[src/rtl/serial_sub_pkg.sv]
// Shared definitions for the bit-serial subtractor: FSM state encoding and
// the full-subtractor borrow equation.
package serial_sub_pkg;

    typedef enum logic [1:0] {
        IDLE = 2'd0,
        RUN  = 2'd1,
        DONE = 2'd2
    } state_t;

    // Borrow out of one full-subtractor bit computing x - y - bin.
    function automatic logic fs_borrow(input logic x, input logic y, input logic bin);
        return (~x & y) | (~(x ^ y) & bin);
    endfunction

endpackage

[src/rtl/fs_df.sv]
// Purely combinational dataflow full subtractor: d = x - y - bin, bout = borrow out.
module fs_df
    import serial_sub_pkg::*;
(
    input  logic x,
    input  logic y,
    input  logic bin,
    output logic d,
    output logic bout
);

    assign d    = x ^ y ^ bin;
    assign bout = fs_borrow(x, y, bin);

endmodule

[src/rtl/serial_sub.sv]
// Bit-serial N-bit subtractor, diff = a - b, LSB first through one full
// subtractor and a registered borrow. start/ready/done handshake; one
// operation every N+2 cycles, all outputs registered.
module serial_sub
    import serial_sub_pkg::*;
#(
    parameter int N = 8
) (
    input  logic         clk,
    input  logic         rst,
    input  logic         start,
    input  logic [N-1:0] a,
    input  logic [N-1:0] b,
    output logic         ready,
    output logic         done,
    output logic [N-1:0] diff,
    output logic         borrow,
    output logic         ovf
);

    localparam int CW = $clog2(N + 1);
    localparam logic [CW-1:0] LAST_STEP = CW'(N - 1);

    state_t         state;
    logic [CW-1:0]  cnt;
    logic [N-1:0]   a_sr;
    logic [N-1:0]   b_sr;
    logic [N-1:0]   d_sr;
    logic           brw;
    logic           a_msb;
    logic           b_msb;
    logic           bit_d;
    logic           bit_bout;

    // The single bit-slice: current LSBs of the operand shifters plus the running borrow.
    fs_df u_fs (
        .x    (a_sr[0]),
        .y    (b_sr[0]),
        .bin  (brw),
        .d    (bit_d),
        .bout (bit_bout)
    );

    // Control FSM, bit counter, shift registers and registered result outputs.
    // NOTE: every register here uses <= so all flops update from the same
    // pre-edge values; a blocking = would let later lines see half-updated state.
    always_ff @(posedge clk) begin
        if (rst) begin
            state  <= IDLE;
            cnt    <= '0;
            a_sr   <= '0;
            b_sr   <= '0;
            d_sr   <= '0;
            brw    <= 1'b0;
            a_msb  <= 1'b0;
            b_msb  <= 1'b0;
            ready  <= 1'b1;
            done   <= 1'b0;
            diff   <= '0;
            borrow <= 1'b0;
            ovf    <= 1'b0;
        end else begin
            case (state)
                IDLE: begin
                    if (start) begin
                        a_sr  <= a;
                        b_sr  <= b;
                        a_msb <= a[N-1];
                        b_msb <= b[N-1];
                        brw   <= 1'b0;
                        cnt   <= '0;
                        ready <= 1'b0;
                        state <= RUN;
                    end
                end
                RUN: begin
                    d_sr <= {bit_d, d_sr[N-1:1]};
                    a_sr <= {1'b0, a_sr[N-1:1]};
                    b_sr <= {1'b0, b_sr[N-1:1]};
                    brw  <= bit_bout;
                    cnt  <= cnt + 1'b1;
                    if (cnt == LAST_STEP) begin
                        // The bit just computed is the result MSB, so publish
                        // the full result on this edge.
                        diff   <= {bit_d, d_sr[N-1:1]};
                        borrow <= bit_bout;
                        ovf    <= (a_msb ^ b_msb) & (bit_d ^ a_msb);
                        done   <= 1'b1;
                        state  <= DONE;
                    end
                end
                DONE: begin
                    done  <= 1'b0;
                    ready <= 1'b1;
                    state <= IDLE;
                end
                default: begin
                    done  <= 1'b0;
                    ready <= 1'b1;
                    state <= IDLE;
                end
            endcase
        end
    end

endmodule

[config.mk]
export PLATFORM = sky130hd
export DESIGN_NAME = serial_sub
export DESIGN_NICKNAME = d
export VERILOG_FILES = /design/src/rtl/serial_sub_pkg.sv /design/src/rtl/fs_df.sv /design/src/rtl/serial_sub.sv
export SDC_FILE = /design/constraint.sdc
export NUM_CORES = 1
export LEC_CHECK = 0
export ABC_AREA = 1
export CAP_MARGIN = 20
export CORE_MARGIN = 3
export CORE_UTILIZATION = 58
export CTS_BUF_LIST = sky130_fd_sc_hd__clkbuf_2 sky130_fd_sc_hd__clkbuf_4 sky130_fd_sc_hd__clkbuf_8
export CTS_CLUSTER_DIAMETER = 40
export CTS_CLUSTER_SIZE = 30
export DETAILED_ROUTE_END_ITERATION = 8
export PLACE_DENSITY = 0.86
export SLEW_MARGIN = 10
export SYNTH_ARGS = -nofsm -noshare
export SYNTH_HDL_FRONTEND = slang
export SYNTH_SLANG_ARGS = --single-unit
[constraint.sdc]
create_clock -name clk -period 2.8 [get_ports clk]
set_clock_uncertainty 0.15 [all_clocks]
set_input_delay 0.56 -clock clk [delete_from_list [all_inputs] [get_ports clk]]
set_output_delay 0.56 -clock clk [all_outputs]
set_load 0.01 [all_outputs]
---- After elaboration in Yosys (flattened, before gate mapping) ----
Cells that the tools add are included.
storage, ports and cells
  register bits ........................... 45
  output and inout bits ................... 12
  logic and storage cells ................. 52
operators by class
  $add $sub $neg .......................... 1
  equal/unequal tests ..................... 4
  mux-type cells .......................... 14
  bitwise logic cells ..................... 12
  reductions and logical operators ........ 8
operator list
  cell                 number
  $pmux 8 s2           2
  $mux 8               2
  $reduce_and 2->1     6
  $pmux 4 s2           1
  $pmux 1 s2           3
  $add 4x1->4 const B  1
  $eq 4x3->1 const B   1
  $mux 2               2
  $mux 4               1
  $ne 2x2->1 const B   2
  $not 1->1            4
  $pmux 2 s2           1
  $xor 1x1->1          4
  $and 1x1->1          3
  $eq 2x1->1 const B   1
  $logic_not 2->1      1
  $mux 1               2
  $reduce_bool 2->1    1
  $or 1x1->1           1

---- Longest topological paths before layout ----
  depth after elaboration ................. 5
  gate-level depth with buffers ........... 7

---- By module ----
Synthesis repeated with hierarchy kept, for this count alone.
unflattened totals
  cell total of the unflattened synthesis .. 264
  area, all modules ....................... 1864.3 um^2
by module, submodules not included
  module      instances  cells each  area an instance (um^2)
  serial_sub  1          260         1833.0
  fs_df       1          4           31.3

---- Worst setup path after synthesis ----
OpenSTA, ideal clock, no wires.
  path type ............................... input to register
  from .................................... input port rst
  to ...................................... register a_sr[3]
  library setup time ...................... 64 ps
  arrival ................................. 1299 ps
  slack ................................... 1286 ps
  cell stages on the path ................. 5
  path buffers ............................ 2
  path through ............................ buf_2 inv_2 clkbuf_1 o21ai_0 nor2_1
RTL lines
  what                  RTL line          RTL
  from (decl)           serial_sub.sv:10  input logic rst,
  to (signal assigned)  serial_sub.sv:78  a_sr <= {1'b0, a_sr[N-1:1]};
  to (decl)             serial_sub.sv:26  logic [N-1:0] a_sr;

---- Final worst setup path ----
  from .................................... register diff[7]
  to ...................................... output port diff[7]
RTL lines
  what                    RTL line          RTL
  from (decl)             serial_sub.sv:16  output logic [N-1:0] diff,
  from (signal assigned)  serial_sub.sv:85  diff <= {bit_d, d_sr[N-1:1]};
No word-level cell between the ends.

==> results_dict.tcl <==
set metrics [dict create \
    run_status "completed" \
    routed_wl_um 3700 \
    wl_met1_um 1810 \
    fmax_mhz 511 \
    grt-ovfl-total 0 \
    wl_met3_um 143 \
    cpLargestDelayFamily "buffers and inverters" \
    synth_nets 276 \
    cts_buffers 5 \
    start_util_pct 63.7 \
    ys_warn_count 0 \
    route.detailed.drc 0 \
    drt_pre_antenna_iters 4 \
    yosysMostFrequentCell "nand2_1" \
    layout_min_cycle_time_ns 1.96 \
    rows 19 \
    ios 31 \
    drt-vias-per-instance 5.04 \
    grt_pass1_vias 1580 \
    diodes 0 \
    rsz0062_at_grt "no" \
    netlist_area_um2 1830 \
    maxUsedRoutingLayer "met4" \
    ir_drop_uv 358 \
    stdcell_area_um2 2220 \
    regToRegSetupSlack_ns 1.03 \
    period_share_pct 69.9 \
    hold_violations 0 \
    clk_transition_reported_paths_ns 0.12 \
    vias 1647 \
    path_class "reg -> out" \
    critPathCaptureType "output pin" \
    final_antenna_net_count 0 \
    reg2reg_depth 7 \
    wl_per_cell_um 11.3 \
    clockBufferDepth 2 \
    cp.arrival_ns 1.25 \
    async_flop_share_pct 0 \
    core_area_um2 2880 \
    holdCritPathClass "reg -> reg" \
    synth_top_area_share_pct 48.1 \
    cp.required_ns 2.09 \
    cp_slowest_cell "clkdlybuf4s50_1" \
    tightestPinTransition_ns 0.538 \
    cts_tree "built" \
    min_path_cells 2 \
    yosysTopAreaCell "dfxtp_1" \
    cap_violations 0 \
    yosysUniqueCellTypes 20 \
    place_area_um2 2160 \
    grt_max_degree 37 \
    post-dp-hpwl_um 2490 \
    grt_pass1_wl_um 6700 \
    place_congestion 0.801 \
    clkSinkCount 44 \
    instances_no_fill 327 \
    cts_hold_buf 0 \
    slowest_delay_ns 0.54 \
    ys_ff_latch 44 \
    die_y_um 62.2 \
    die_area_um2 3870 \
    leakage_nw 0.960 \
    ys_seq_area_share_pct 48.1 \
    power_density_nw_per_um2 534 \
    synthTopCellsByArea "dfxtp_1 48%, nand2_1 14%, nor2_1 10%" \
    hold_ws_ns 0.318 \
    setup_tns_ns 0 \
    dp.cells 319 \
    critPathBufInv 1 \
    setup_violations 0 \
    die_x_um 62.2 \
    postCtsSetupBuffers 0 \
    path_max_fanout 2 \
    root_buffer "clkbuf_4" \
    h-tree-depth 2 \
    drt_iter0_drc 111 \
    antenna_found_initial 0 \
    crit_cells 1 \
    syn_area_per_cell_um2 7.19 \
    final_nets 305 \
    syn-instance-count 255 \
    synth_edf_count 0 \
    numPortBuffers 30 \
    slew_viol_final 0 \
    met2_length_um 1680 \
    clk_latency_ns 0.35 \
    synthFlopType "dfxtp_1" \
    path_cells "clkdlybuf4s50_1" \
    syn2layout_area_growth_pct 21.3 \
    cts_resized 0 \
    grt.total_usage_pct 20.9 \
    synth.top_cells.by_count "66 x nand2_1, 50 x nor2_1, 44 x dfxtp_1" \
    relSlewSlack_pct 64.1 \
    layout-drive-gt1-share_pct 6.67 \
    cp-start-kind "flop" \
]
==> worst paths after layout <==
kind,from,to
worst min register to register,d_sr[3]$_SDFFE_PP0N_,diff[2]$_SDFFE_PP0P_
worst min-delay path,d_sr[3]$_SDFFE_PP0N_,diff[2]$_SDFFE_PP0P_
worst max register to register,cnt[0]$_SDFFE_PP0P_,diff[5]$_SDFFE_PP0P_
worst max-delay path,diff[7]$_SDFFE_PP0P_,diff[7]
==> worst reg2reg max path, cell delays in order, from the launching register on <==
cell     delay (ns)
dfxtp_1        0.42
ha_1           0.18
nand2_1        0.07
nor2_1         0.25
nand2_2        0.25
nor2_4         0.25
nand2_1        0.09
nand2_1        0.06
==> placed cells by master, fill, tap and decap left out <==
cell	Yosys	layout
nand3b_1	11	11
nand3_1	19	19
clkbuf_4	0	7
nand2_1	66	66
nor2_4	2	2
clkbuf_8	0	1
inv_1	18	18
nand2_2	2	2
o21ai_2	1	1
o21a_1	1	1
fa_1	1	1
o21ai_0	13	13
o21ai_1	1	1
nor2_1	50	50
inv_2	3	3
a21oi_1	11	11
ha_1	1	1
clkdlybuf4s50_1	0	30
buf_4	1	3
dfxtp_1	44	44
==> sequential cells by signal, summed over array words and instances (netlist names) <==
name    flops
d_sr        7
ready       1
diff        8
b_msb       1
done        1
a_msb       1
state       2
brw         1
a_sr        8
ovf         1
cnt         4
b_sr        8
borrow      1
==> cell type report <==
cell class              count  area, µm²
flip-flops and latches     44        881
well taps                  42       52.6
clock buffers               8       66.3
multi-input cells         179        822
fillers                   232        653
repair buffers             33        323
inverters                  21       78.8
==> per-layer routing <==
metal  vias to the layer above  GRT usage, %
met4                         0          11.3
met2                        34          31.7
li1                        861             -
met5                         -             0
met1                       745          27.5
met3                         7          4.86
==> where the power goes <==
group | total, mW | internal, mW | switching, mW
clock | 0.337 | 0.144 | 0.194
sequential | 0.684 | 0.663 | 0.0217
combinational | 0.164 | 0.0717 | 0.0927
total | 1.19 | 0.878 | 0.308
==> metrics by stage <==
stage	power, mW	worst slack [ns]	utilization (%)
floorplan	0.806	1.29	-
global placement	0.858	0.541	75.0
detailed placement	0.862	0.510	75.0
CTS	1.19	0.823	77.3
global route	1.25	0.721	77.3
finish	1.19	0.842	77.3
==> logic make-up after synthesis <==
group | Yosys count | share of synthesized area [%]
AO/OA/AOI/OAI | 27 | 7.71
adder cells (fa/ha/maj) | 2 | 1.77
buffers and inverters | 32 | 7.10
flip-flops | 44 | 48.1
AND/OR/NAND/NOR | 150 | 35.4
Power figures use the tool's default switching activity.
